[config.mk]
export PLATFORM = sky130hd
export DESIGN_NAME = serial_frame_tx
export DESIGN_NICKNAME = d
export VERILOG_FILES = /design/src/rtl/serial_bus_pkg.sv /design/src/rtl/bit_tick_gen.sv /design/src/rtl/serial_frame_tx.sv
export SDC_FILE = /design/constraint.sdc
export NUM_CORES = 1
export LEC_CHECK = 0
export ABC_CLOCK_PERIOD_IN_PS = 6150
export CELL_PAD_IN_SITES_DETAIL_PLACEMENT = 1
export CELL_PAD_IN_SITES_GLOBAL_PLACEMENT = 2
export CORE_MARGIN = 3
export CORE_UTILIZATION = 30
export CTS_CLUSTER_SIZE = 28
export DETAILED_ROUTE_END_ITERATION = 16
export PLACE_DENSITY = 0.81
export SETUP_SLACK_MARGIN = 0.05
export SYNTH_ARGS = -nofsm -noshare
export SYNTH_HDL_FRONTEND = slang
export SYNTH_SLANG_ARGS = --single-unit
[constraint.sdc]
create_clock -name clk -period 6.15 [get_ports clk]
set_input_delay 1.23 -clock clk [delete_from_list [all_inputs] [get_ports clk]]
set_output_delay 1.23 -clock clk [all_outputs]
set_load 0.05 [all_outputs]
[src/rtl/serial_bus_pkg.sv]
// serial_bus_pkg: frame layout, line levels and transmitter states shared by the serial bus tx and analyser.
package serial_bus_pkg;
  localparam int SOP_BITS = 1;
  localparam int CMD_BITS = 8;
  localparam int ADDR_BITS = 4;
  localparam int EOF_BITS = 2;
  localparam int FRAME_BITS = SOP_BITS + CMD_BITS + ADDR_BITS + EOF_BITS;
  localparam logic IDLE_LEVEL = 1'b1;
  typedef enum logic [2:0] {IDLE, SOP, CMD, ADDR, EOF, GAP} tx_state_e;
  function automatic int field_bits(tx_state_e s);
    return s == SOP ? SOP_BITS : s == CMD ? CMD_BITS : s == ADDR ? ADDR_BITS : s == EOF ? EOF_BITS : 0;
  endfunction
  function automatic tx_state_e next_field(tx_state_e s);
    return s == SOP ? CMD : s == CMD ? ADDR : s == ADDR ? EOF : s == EOF ? GAP : IDLE;
  endfunction
endpackage

[src/rtl/bit_tick_gen.sv]
// bit_tick_gen: divides clk by CLKS_PER_BIT into a one-cycle bit tick, realigned by restart.
module bit_tick_gen #(
  parameter int CLKS_PER_BIT = 1
) (
  input  logic clk,
  input  logic rst,
  input  logic restart,
  output logic tick,
  output logic tick_next
);
  localparam int CW = CLKS_PER_BIT > 1 ? $clog2(CLKS_PER_BIT) : 1;
  localparam logic [CW-1:0] RELOAD = CW'(CLKS_PER_BIT - 1);
  logic [CW-1:0] cnt_q, cnt_d;
  always_comb cnt_d = (restart || cnt_q == '0) ? RELOAD : cnt_q - CW'(1);
  always_ff @(posedge clk or posedge rst)
    if (rst) cnt_q <= RELOAD;
    else cnt_q <= cnt_d;
  assign tick = cnt_q == '0;
  assign tick_next = cnt_d == '0;
endmodule

[src/rtl/serial_frame_tx.sv]
// serial_frame_tx: serializes an accepted CMD/ADDR pair as SOP, CMD, ADDR, EOF onto an idle-high line.
module serial_frame_tx
  import serial_bus_pkg::*;
#(
  parameter int CLKS_PER_BIT = 1,
  parameter int IDLE_GAP = 2,
  parameter logic [1:0] EOF_PATTERN = 2'b11
) (
  input  logic       clk,
  input  logic       rst,
  input  logic       frm_valid,
  output logic       frm_ready,
  input  logic [7:0] frm_cmd,
  input  logic [3:0] frm_addr,
  output logic       tx_out,
  output logic       busy,
  output logic       frame_done
);
  localparam int BW = IDLE_GAP > 16 ? $clog2(IDLE_GAP) : 4;
  localparam int SW = CMD_BITS + ADDR_BITS;
  tx_state_e state_q, state_d, ns;
  logic [BW-1:0] bit_q, bit_d;
  logic [SW-1:0] sh_q, sh_d;
  logic tx_q, tx_d, ready_q, ready_d, busy_q, busy_d, done_q, done_d;
  logic tick, tick_next, accept, last_bit;
  assign accept = frm_valid && ready_q;
  bit_tick_gen #(.CLKS_PER_BIT(CLKS_PER_BIT)) u_tick (
    .clk(clk),
    .rst(rst),
    .restart(accept),
    .tick(tick),
    .tick_next(tick_next)
  );
  always_ff @(posedge clk or posedge rst)
    if (rst) begin
      state_q <= GAP;
      bit_q <= '0;
      sh_q <= '0;
      tx_q <= IDLE_LEVEL;
      ready_q <= 1'b0;
      busy_q <= 1'b0;
      done_q <= 1'b0;
    end else begin
      state_q <= state_d;
      bit_q <= bit_d;
      sh_q <= sh_d;
      tx_q <= tx_d;
      ready_q <= ready_d;
      busy_q <= busy_d;
      done_q <= done_d;
    end
  // GAP is left one cycle before its last tick so the registered ready allows an accept exactly when the gap ends.
  always_comb begin
    last_bit = bit_q == BW'(state_q == GAP ? IDLE_GAP - 1 : field_bits(state_q) - 1);
    ns = state_q;
    bit_d = bit_q;
    sh_d = sh_q;
    if (accept) begin
      ns = SOP;
      bit_d = '0;
      sh_d = {frm_cmd, frm_addr};
    end else if (tick && state_q != IDLE) begin
      ns = last_bit ? next_field(state_q) : state_q;
      bit_d = last_bit ? '0 : bit_q + BW'(1);
      sh_d = (state_q == CMD || state_q == ADDR) ? sh_q << 1 : sh_q;
    end
    state_d = (ns == GAP && bit_d == BW'(IDLE_GAP - 1) && tick_next) ? IDLE : ns;
  end
  always_comb begin
    tx_d = state_d == SOP ? 1'b0 :
           (state_d == CMD || state_d == ADDR) ? sh_d[SW-1] :
           state_d == EOF ? (bit_d[0] ? EOF_PATTERN[0] : EOF_PATTERN[1]) : IDLE_LEVEL;
    busy_d = state_d inside {SOP, CMD, ADDR, EOF};
    ready_d = state_d == IDLE;
    done_d = state_d == EOF && bit_d == BW'(EOF_BITS - 1) && tick_next;
  end
  assign tx_out = tx_q;
  assign frm_ready = ready_q;
  assign busy = busy_q;
  assign frame_done = done_q;
endmodule

==> results of run 1 <==
==> critical path, stage by stage <==
cell and delay, ps:
clkdlybuf4s50_1 480, and2_1 760, a211oi_2 90, nand4b_4 240
o311ai_1 290, o311ai_1 170
==> cell type report <==
| cell class | instances | area [um2] |
|---|---|---|
| Tap cell | 52 | 65.1 |
| Inverter | 4 | 15.0 |
| Multi-Input combinational cell | 113 | 706 |
| Sequential cell | 24 | 604 |
| Timing Repair Buffer | 18 | 180 |
| Fill cell | 505 | 2770 |
| Clock buffer | 4 | 45.0 |
==> worst max path at each step <==
stage,from,endpoint,slack (ps),cells after the start
global route,frm_valid,state_q[0]$_DFF_PP1_,2870,6
finish,frm_valid,state_q[0]$_DFF_PP1_,3050,6
global placement,frm_valid,frm_ready$_DFF_PP0_,2910,6
floorplan,frm_valid,frm_ready$_DFF_PP0_,3930,5
detailed placement,frm_valid,state_q[0]$_DFF_PP1_,2750,6
CTS,frm_valid,state_q[0]$_DFF_PP1_,3020,6
==> where the power goes <==
part	leakage [nW]	total (mW)	switching, mW	internal [mW]
clock	0.0228	0.0914	0.0453	0.0461
sequential	0.296	0.312	0.0797	0.232
combinational	0.285	0.378	0.215	0.163
total	0.604	0.781	0.340	0.441
==> through the flow <==
stage	setup slack, ps	utilization [%]	area [um2]
after floorplan	3930	-	1380
after global placement	2910	35.8	1570
after detailed placement	2750	35.8	1570
after CTS	3020	36.8	1620
after global routing	2870	36.8	1620
final	3050	36.8	1620
==> kinds of logic (layout without fill, tap and decap cells) <==
| group | count (synthesis) | count (layout) |
|---|---|---|
| and+or+nand+nor | 56 | 56 |
| AOI/OAI and AO/OA | 41 | 41 |
| DFF | 24 | 24 |
| buffers and inverters | 14 | 26 |
| muxes | 11 | 11 |
| xor gates and xnor gates | 3 | 3 |
| adders and majority gates | 1 | 1 |
| other | 1 | 1 |
==> layer usage <==
metal	track usage (%)	vias up
met3	1.23	2
li1	-	553
met4	3.02	0
met1	16.0	537
met2	23.4	12
met5	0	-
==> registers in the layout (all words and copies together) (netlist names) <==
| register | flops |
|---|---|
| u_tick.cnt_q | 1 |
| busy | 1 |
| sh_q | 12 |
| bit_q | 4 |
| tx_out | 1 |
| state_q | 3 |
| frame_done | 1 |
| frm_ready | 1 |
==> cell usage after synthesis, types with 2 or more instances <==
| cell | n | share of area, % |
|---|---|---|
| nand2_1 | 22 | 6.0 |
| mux2i_1 | 11 | 8.0 |
| xnor2_1 | 3 | 1.9 |
| nor2_1 | 9 | 2.5 |
| o21ai_0 | 15 | 5.4 |
| or3b_1 | 2 | 1.3 |
| a21o_1 | 2 | 1.1 |
| a31oi_1 | 3 | 1.4 |
| nor2b_1 | 2 | 0.91 |
| o21ai_1 | 3 | 1.1 |
| nand2b_1 | 2 | 0.91 |
| o311ai_1 | 2 | 1.3 |
| inv_1 | 3 | 0.82 |
| dfrtp_1 | 21 | 38 |
| nand3b_1 | 2 | 1.1 |
| nor3_1 | 5 | 1.8 |
| clkbuf_1 | 5 | 1.4 |
| buf_2 | 3 | 1.1 |
| and2_1 | 2 | 0.91 |
| nand3_1 | 4 | 1.5 |
| dfstp_2 | 3 | 5.7 |
| a21oi_1 | 6 | 2.2 |
==> summary.md, run 1 <==
| Metric | Value |
|---|---|
| Vias in the first global route | about 1200 |
| DR top layer | met4 |
| Syn Nets | 167 |
| VDD IR max | between 0.2 and 0.25 mV |
| Flop-to-flop setup slack | 3760 ps |
| FF-to-FF Start | state_q[1]$_DFF_PP0_ |
| Diode count | 0 |
| Hold wc startpoint | sh_q[0]$_DFFE_PP0P_ |
| Max Cap Viol | 0 |
| DR iter-0 viols | 40 |
| Worst-case clock skew | 1.38 ps |
| Total power | 0.781 mW |
| Final net count | 180 |
| Met3 WL | 46 um |
| Via/cell ratio | ~5 |
| DRT met1 WL | approximately 1500 um |
| Post-synthesis compound-gate area fraction | 18.9% |
| First-pass GRT wire length | 5590 um |
| Sequential area share after synthesis | 43.9% |
| Clk_lat worst skew | 260 ps |
| Worst-case clock buffer depth | 2 |
| Htree depth | 1 |
| Post-synth EDFFs | 0 |
| Cell Pwr Density | between 400 and 500 nW/um2 |
| Post-route non-filler standard cell count | between 200 and 250 |
| Setup TNS | 0 ps |
| Starting density of the core | 31.4% |
| Status | completed |
| P_leak | 0.604 nW |
| HPWL reported at the end of detailed placement | 2300 um |
| Most common cell after layout, fill and taps aside | nand2_1 |
| Hold depth | 2 |
| Vias post-DR | 1104 |
| Worst Hold End | sh_q[0]$_DFFE_PP0P_ |
| FMAX | 0.322 GHz |
| DR pass1 iterations | 4 |
| Most frequent cells in the layout | 22 x nand2_1, 21 x dfrtp_1, 18 x clkdlybuf4s50_1, 15 x o21ai_0, 11 x mux2i_1 |
| Initial antenna violation count | 0 |
| Routability congestion estimate | 0.811 |
| Post-Synth XOR/XNOR Area | under 10% |
| Residual DRC | 0 |
| CTS tree | built |
| CTS Sinks | 24 |
| WP data arrival | 3270 ps |
| Wire per inst | 14.4 um |
| P&R area growth vs syn | 17.3% |
| Pins over their slew limit | 0 |
| Slew headroom | a little under two fifths |
| R2R Path End | frm_ready$_DFF_PP0_ |
| Setup Buffers After CTS | 0 |
| IO buf count | 18 |
| Count of state elements after synthesis | 24 |
| Synth cell types | 43 |
| Routed Antenna Nets | 0 |
| Layout cells sized above 1 | roughly 8% |
| CTS resizes | 0 |
| Fin. Hold Viols | 0 |
| Mapped Cells | 151 |
| Met2 routed WL | around 1600 um |
| Core Region | 4380 um2 |
| Largest family of logic cells by synthesized area | simple AND/OR/NAND/NOR gates |
| CTS Hold Bufs | 0 |
| Synthesized area | approximately 1400 um2 |
| CTS buffer count | 3 |
| Crit Path Class | in -> reg |
| Die Y | 73.8 um |
| Ys Warns | 0 |
| CP startpoint kind | primary input |
| DP Cell Count | between 200 and 250 |
| RSZ-0062 raised after global routing | no |
| Adder and majority gate portion of the synthesized area | 0.908% |
| Hold Crit Class | reg -> reg |
| Main flop type after synthesis | dfrtp_1 |
| Clock slew at reported path FFs | around 80 ps |
| R2R depth | 7 |
| Critical Path RT | 6310 ps |
| Row count | 24 |
| Final setup fails | 0 |
| GRT Overall Usage | about an eighth |
| Tmin final | 3100 ps |
| Synthesized area per cell | 9.12 um2 |
| I/O pin count | 19 |
| Routed Wire Length | 3100 um |
| Die area | 5440 um2 |
| Final hold slack | between 500 and 600 ps |
| Final cycle utilization of the critical path | 50.4% |
| Crit Path Max Fanout | 30 |
| Mux contribution to synthesized area | under 10% |
| Post-synthesis simple-gate area fraction | 21.3% |
| Crit path capture type | flip-flop |
| CTS Root Cell | clkbuf_8 |
| Congestion Overflow GR | 0 |
| Async SR Flop Fraction | 100% |
| Worst slew pin tran | 948 ps |
| Largest net degree at the start of global routing | 31 |
| Die width | 73.8 um |
(Power assumes the default switching activity.)
==> run 2: changes to the inputs <==
--- a/config.mk
+++ b/config.mk
@@ -5,14 +5,14 @@
 export SDC_FILE = /design/constraint.sdc
 export NUM_CORES = 1
 export LEC_CHECK = 0
-export ABC_CLOCK_PERIOD_IN_PS = 6150
+export ABC_CLOCK_PERIOD_IN_PS = 2500
 export CELL_PAD_IN_SITES_DETAIL_PLACEMENT = 1
 export CELL_PAD_IN_SITES_GLOBAL_PLACEMENT = 2
 export CORE_MARGIN = 3
 export CORE_UTILIZATION = 30
 export CTS_CLUSTER_SIZE = 28
 export DETAILED_ROUTE_END_ITERATION = 16
-export PLACE_DENSITY = 0.81
+export PLACE_DENSITY = 0.84
 export SETUP_SLACK_MARGIN = 0.05
 export SYNTH_ARGS = -nofsm -noshare
 export SYNTH_HDL_FRONTEND = slang
==> constraint.sdc (replaced) <==
create_clock -name clk -period 2.5 [get_ports clk]
set_input_delay 0.5 -clock clk [delete_from_list [all_inputs] [get_ports clk]]
set_output_delay 0.5 -clock clk [all_outputs]
set_load 0.05 [all_outputs]
==> run 2 against run 1 <==
Clock skew is essentially flat. Critical endpoint is now frm_ready$_DFF_PP0_. Die area is the same. Cell count grew 4.2%. Critical path depth grew 1. Core utilization grew 2.2 points. Non-clock buffer count grew 9. First-iteration DRC count shrank 15%. Register-to-register slack lost 3600 ps. Hold slack lost 6.1 ps. Total power grew to 2.7 times the previous value.
==> summary.md, run 2 (synthesis gave the netlist of run 1 again) <==
| Metric | Value |
|---|---|
| Worst Hold End | sh_q[0]$_DFFE_PP0P_ |
| Hold Crit Class | reg -> reg |
| Vias post-DR | ~1200 |
| Final Util | 39.1% |
| First-pass GRT wire length | 5670 um |
| WP data arrival | 2480 ps |
| Residual DRC | 0 |
| Largest net degree at the start of global routing | 25 |
| Logic gate share of total power | 53.2% |
| Switching part of the total power | 42.6% |
| Most common cell after layout, fill and taps aside | nand2_1 |
| Clock share of power | 12.1% |
| FMAX | 0.433 GHz |
| Critical Path RT | 2670 ps |
| P_int | 1.20 mW |
| Tmin final | 2310 ps |
| DR iter-0 viols | 34 |
| Cell Pwr Density | between 1000 and 1500 nW/um2 |
| Max Cap Viol | 0 |
| Routed Wire Length | around 3300 um |
| I/O pin count | 19 |
| Most frequent cells in the layout | 22 x nand2_1, 21 x dfrtp_1, 18 x clkdlybuf4s50_1, 15 x o21ai_0, 11 x mux2i_1 |
| Sequential Area | 604 um2 |
| Hold wc startpoint | sh_q[0]$_DFFE_PP0P_ |
| Routed Antenna Nets | 0 |
| Hold depth | 2 |
| Starting density of the core | 31.4% |
| Wire per inst | 14.6 um |
| DR pass1 iterations | 4 |
| Status | completed |
| Pins over their slew limit | 0 |
| Biggest register | sh_q |
| Crit path capture type | flip-flop |
| Crit Path Class | reg -> reg |
| GRT Overall Usage | between 10% and 20% |
| Setup TNS | 0 ps |
| Footprint of the multi-input gates | 713 um2 |
| Biggest regs | sh_q x12, bit_q x4, state_q x3 |
| Crit Path Max Fanout | 7 |
| Flop-to-flop setup slack | 190 ps |
| Row count | 24 |
| Diode count | 0 |
| RSZ-0062 raised after global routing | no |
| NetSw | 0.892 mW |
| P_leak | 0.660 nW |
| CTS Root Cell | clkbuf_8 |
| IO buf count | 18 |
| FF-to-FF Start | state_q[0]$_DFF_PP1_ |
| P&R area growth vs syn | 24.3% |
| Clk_lat worst skew | 260 ps |
| Slew headroom | 66.6% |
| Fin. Hold Viols | 0 |
| Htree depth | 1 |
| CP Launch Point | state_q[0]$_DFF_PP1_ |
| CP startpoint kind | flip-flop |
| Congestion Overflow GR | 0 |
| CTS Sinks | 24 |
| CTS buffer count | 3 |
| R2R depth | 7 |
| Final net count | 189 |
| Initial antenna violation count | 0 |
| Worst-case clock skew | 1.59 ps |
| R2R Path End | frm_ready$_DFF_PP0_ |
| HPWL reported at the end of detailed placement | 2510 um |
| Clock slew at reported path FFs | 80 ps |
| Layout cells sized above 1 | 14.5% |
| CTS tree | built |
| Worst-case clock buffer depth | 2 |
| Worst slew pin tran | 499 ps |
| Largest register FFs | 12 |
| Vias in the first global route | ~1300 |
| Die area | 5440 um2 |
| Number of fill cells | 500 |
| Via/cell ratio | 5.31 |
| Reg power frac | 34.7% |
| VDD IR max | 0.455 mV |
| Die width | approximately 74 um |
| Die Y | between 70 and 80 um |
| Final cycle utilization of the critical path | between 90 and 100% |
| Final setup fails | 0 |
| CTS Hold Bufs | 0 |
| Routability congestion estimate | 0.918 |
| Core Region | 4380 um2 |
[run 2: through the flow]
| stage | power [mW] | hold slack [ps] | cell area [um2] | setup WS [ps] | cells |
|---|---|---|---|---|---|
| CTS | 2.04 | 554 | 1670 | 82.3 | 221 |
| global route | 2.25 | 571 | 1710 | 98.4 | 224 |
| floorplan | 1.48 | 502 | 1380 | 544 | 151 |
| global placement | 1.71 | 521 | 1620 | 288 | 217 |
| detailed placement | 1.77 | 540 | 1620 | 169 | 217 |
| finish | 2.09 | 544 | 1710 | 189 | 224 |
[run 2: how the worst max path moves through the flow]
stage                     endpoint  slack, ps  cells past startpoint
2_1_floorplan  frm_ready$_DFF_PP0_        540                      7
3_3_place_gp   frm_ready$_DFF_PP0_        290                      7
3_5_place_dp   frm_ready$_DFF_PP0_        170                      7
4_1_cts        frm_ready$_DFF_PP0_         80                      7
5_1_grt        frm_ready$_DFF_PP0_        100                      7
6_report       frm_ready$_DFF_PP0_        190                      7
[run 2: worst max-delay path, stage by stage, from the launching register on]
cell	delay, ps
dfstp_2	620
or3b_1	360
a31oi_1	270
o21ai_1	150
a21boi_2	210
nand2_1	180
o21a_1	170
o31ai_2	250
[run 2: metal layers]
metal,GRT usage [%],up-vias,part of all wire (%)
met1,14.6,583,41
li1,-,571,-
met5,0,-,0
met2,24.4,26,54
met4,5.84,0,2.5
met3,1.78,10,2.3
[run 2: cell type report]
cell class                 instances  share of cell area (%)
inverter                           4                   0.877
clock buffer                       4                    3.21
sequential                        24                    35.3
timing repair buffer              27                    15.2
tap                               52                    3.80
multi-input combinational        113                    41.6
[run 2: timing repair]
action | in CTS | in global routing
hold endpoints to repair | 0 | 0
setup endpoints to repair | 0 | 6
resized for setup | 0 | 2
buffers inserted | 0 | 3
[run 2: power groups by stage]
stage | Clock, mW | Combinational (mW) | Sequential [mW]
2_1_floorplan | 0 | 0.730 | 0.751
3_3_place_gp | 0 | 0.978 | 0.731
3_5_place_dp | 0 | 1.02 | 0.745
4_1_cts | 0.265 | 1.03 | 0.741
5_1_grt | 0.286 | 1.21 | 0.754
6_report | 0.253 | 1.11 | 0.726
==> run 3: changes to the inputs <==
--- a/config.mk
+++ b/config.mk
@@ -13,6 +13,7 @@
 export CTS_CLUSTER_SIZE = 28
 export DETAILED_ROUTE_END_ITERATION = 16
 export PLACE_DENSITY = 0.84
+export RECOVER_POWER = 25
 export SETUP_SLACK_MARGIN = 0.05
 export SYNTH_ARGS = -nofsm -noshare
 export SYNTH_HDL_FRONTEND = slang
==> constraint.sdc (replaced) <==
create_clock -name clk -period 2.5 [get_ports clk]
set_input_delay 0.5 -clock clk [delete_from_list [all_inputs] [get_ports clk]]
set_output_delay 0.5 -clock clk [all_outputs]
set_load 0.005 [all_outputs]
==> run 3 against run 2 <==
Core utilization shrank 0.086 points. Cell count is the same. Global-route usage is the same. Fmax is essentially flat. Sequential power is essentially flat. Critical endpoint unchanged. Highest routed layer unchanged.
==> summary.md, run 3 (synthesis gave the netlist of run 1 again) <==
| Metric | Value |
|---|---|
| Number of fill cells | ~500 |
| Crit Path Max Fanout | 7 |
| Layout cells sized above 1 | 14.0% |
| Status | completed |
| Initial antenna violation count | 0 |
| Critical Path RT | roughly 2700 ps |
| IO buf count | 18 |
| Routability congestion estimate | 0.918 |
| Largest register FFs | 12 |
| Highest-delay cell along the critical path | dfstp_2 |
| CTS tree | built |
| Most common cell after layout, fill and taps aside | nand2_1 |
| CTS buffer count | 3 |
| VDD IR max | 0.421 mV |
| Worst-case clock buffer depth | 2 |
| Vias post-DR | ~1200 |
| CTS Hold Bufs | 0 |
| Hold Crit Class | reg -> reg |
| Starting density of the core | 31.4% |
| First-pass GRT wire length | 5670 um |
| CP startpoint kind | flip-flop |
| Worst slew pin tran | roughly 1300 ps |
| Pins over their slew limit | 0 |
| Clock slew at reported path FFs | about 80 ps |
| Vias in the first global route | 1264 |
| Flop-to-flop setup slack | 190 ps |
| Fin. Hold Viols | 0 |
| Routed Antenna Nets | 0 |
| Slowest Stage Delay on Critical Path | 620 ps |
| CTS Root Cell | clkbuf_8 |
| Crit Path Class | reg -> reg |
| HPWL reported at the end of detailed placement | around 2500 um |
| Max Cap Viol | 0 |
| CTS Sinks | 24 |
| Residual DRC | 0 |
| RSZ-0062 raised after global routing | no |
| Crit path capture type | flip-flop |
| Core Region | 4380 um2 |
| Wire per inst | 14.6 um |
| Final net count | 189 |
| WP data arrival | 2480 ps |
| Routed Wire Length | around 3300 um |
| Die width | between 70 and 80 um |
| Largest net degree at the start of global routing | 25 |
| Footprint of the multi-input gates | 713 um2 |
| Biggest regs | sh_q x12, bit_q x4, state_q x3 |
| DR pass1 iterations | 4 |
| Congestion Overflow GR | 0 |
| Via/cell ratio | 5.31 |
| Die Y | approximately 74 um |
| Cell Pwr Density | 1170 nW/um2 |
| Final setup fails | 0 |
| Htree depth | 1 |
| CP cell instances | or3b_1 -> a31oi_1 -> o21ai_1 -> a21boi_2 -> nand2_1 -> o21a_1 -> o31ai_2 |
| Final cycle utilization of the critical path | 92.5% |
| Slew headroom | roughly 16% |
| Worst-case clock skew | 1.17 ps |
| Biggest register | sh_q |
| Final Util | 39.0% |
| Row count | 24 |
| GRT Overall Usage | a little over an eighth |
| Setup TNS | 0 ps |
| FMAX | 0.432 GHz |
| Most frequent cells in the layout | 22 x nand2_1, 21 x dfrtp_1, 17 x clkdlybuf4s50_1, 15 x o21ai_0, 11 x mux2i_1 |
| Diode count | 0 |
| Die area | 5440 um2 |
| P_leak | 0.657 nW |
| Sequential Area | 604 um2 |
| Post-route non-filler standard cell count | 224 |
| DR iter-0 viols | 27 |
| P&R area growth vs syn | 24.1% |
| Tmin final | about 2300 ps |
| I/O pin count | 19 |
| DP Cell Count | 217 |
| Clk_lat worst skew | ~260 ps |
## run 3: changes by cell type in the layout (fill, tap and decap cells not counted)
cell,before,now
clkdlybuf4s50_1,18,17
clkbuf_1,0,1
dlygate4sd3_1,0,1
buf_4,8,7
## run 3: final timing paths
kind	to	from	depth (start not counted)
hold reg to reg	sh_q[0]$_DFFE_PP0P_	sh_q[0]$_DFFE_PP0P_	2
max in group asynchronous	frame_done$_DFF_PP0_	rst	3
setup reg to reg	frm_ready$_DFF_PP0_	state_q[0]$_DFF_PP1_	7
min in group asynchronous	bit_q[1]$_DFF_PP0_	rst	3
setup / recovery	frm_ready$_DFF_PP0_	state_q[0]$_DFF_PP1_	7
hold / removal	sh_q[0]$_DFFE_PP0P_	sh_q[0]$_DFFE_PP0P_	2
## run 3: critical path: cells and delay by family (launching register included)
family          cells  cell delay (ps)
compound gates      5             1050
flops               1              620
simple gates        2              550
## run 3: layout make-up
type	instances	share of cell area, %
multi-input combinational	113	41.7
sequential	24	35.4
timing repair buffer	27	15.0
tap	52	3.81
clock buffer	4	3.22
inverter	4	0.878
## run 3: power by group
part	switching [mW]	internal [mW]
combinational	0.536	0.488
clock	0.113	0.140
sequential	0.155	0.571
total	0.804	1.20
## run 3: what timing repair did
item                                    4_1_cts  5_1_grt
gates resized for setup                       0        2
buffers inserted                              0        3
endpoints found under the setup margin        0        6
endpoints found under the hold margin         0        0
## run 3: metrics by stage
stage / power, mW / cell area (um2) / setup slack (ps) / hold slack (ps)
2_1_floorplan: 1.39 / 1380 / 544 / 502
3_3_place_gp: 1.62 / 1620 / 288 / 521
3_5_place_dp: 1.68 / 1620 / 169 / 540
4_1_cts: 1.95 / 1670 / 82.3 / 554
5_1_grt: 2.16 / 1710 / 98.4 / 571
6_report: 2.00 / 1710 / 187 / 544
## run 3: metal layers
layer	routed length, um	vias to the layer above	track usage, %
met4	83	0	5.84
li1	-	571	-
met3	65	10	1.78
met5	0	-	0
met2	1780	23	24.4
met1	1350	586	14.6
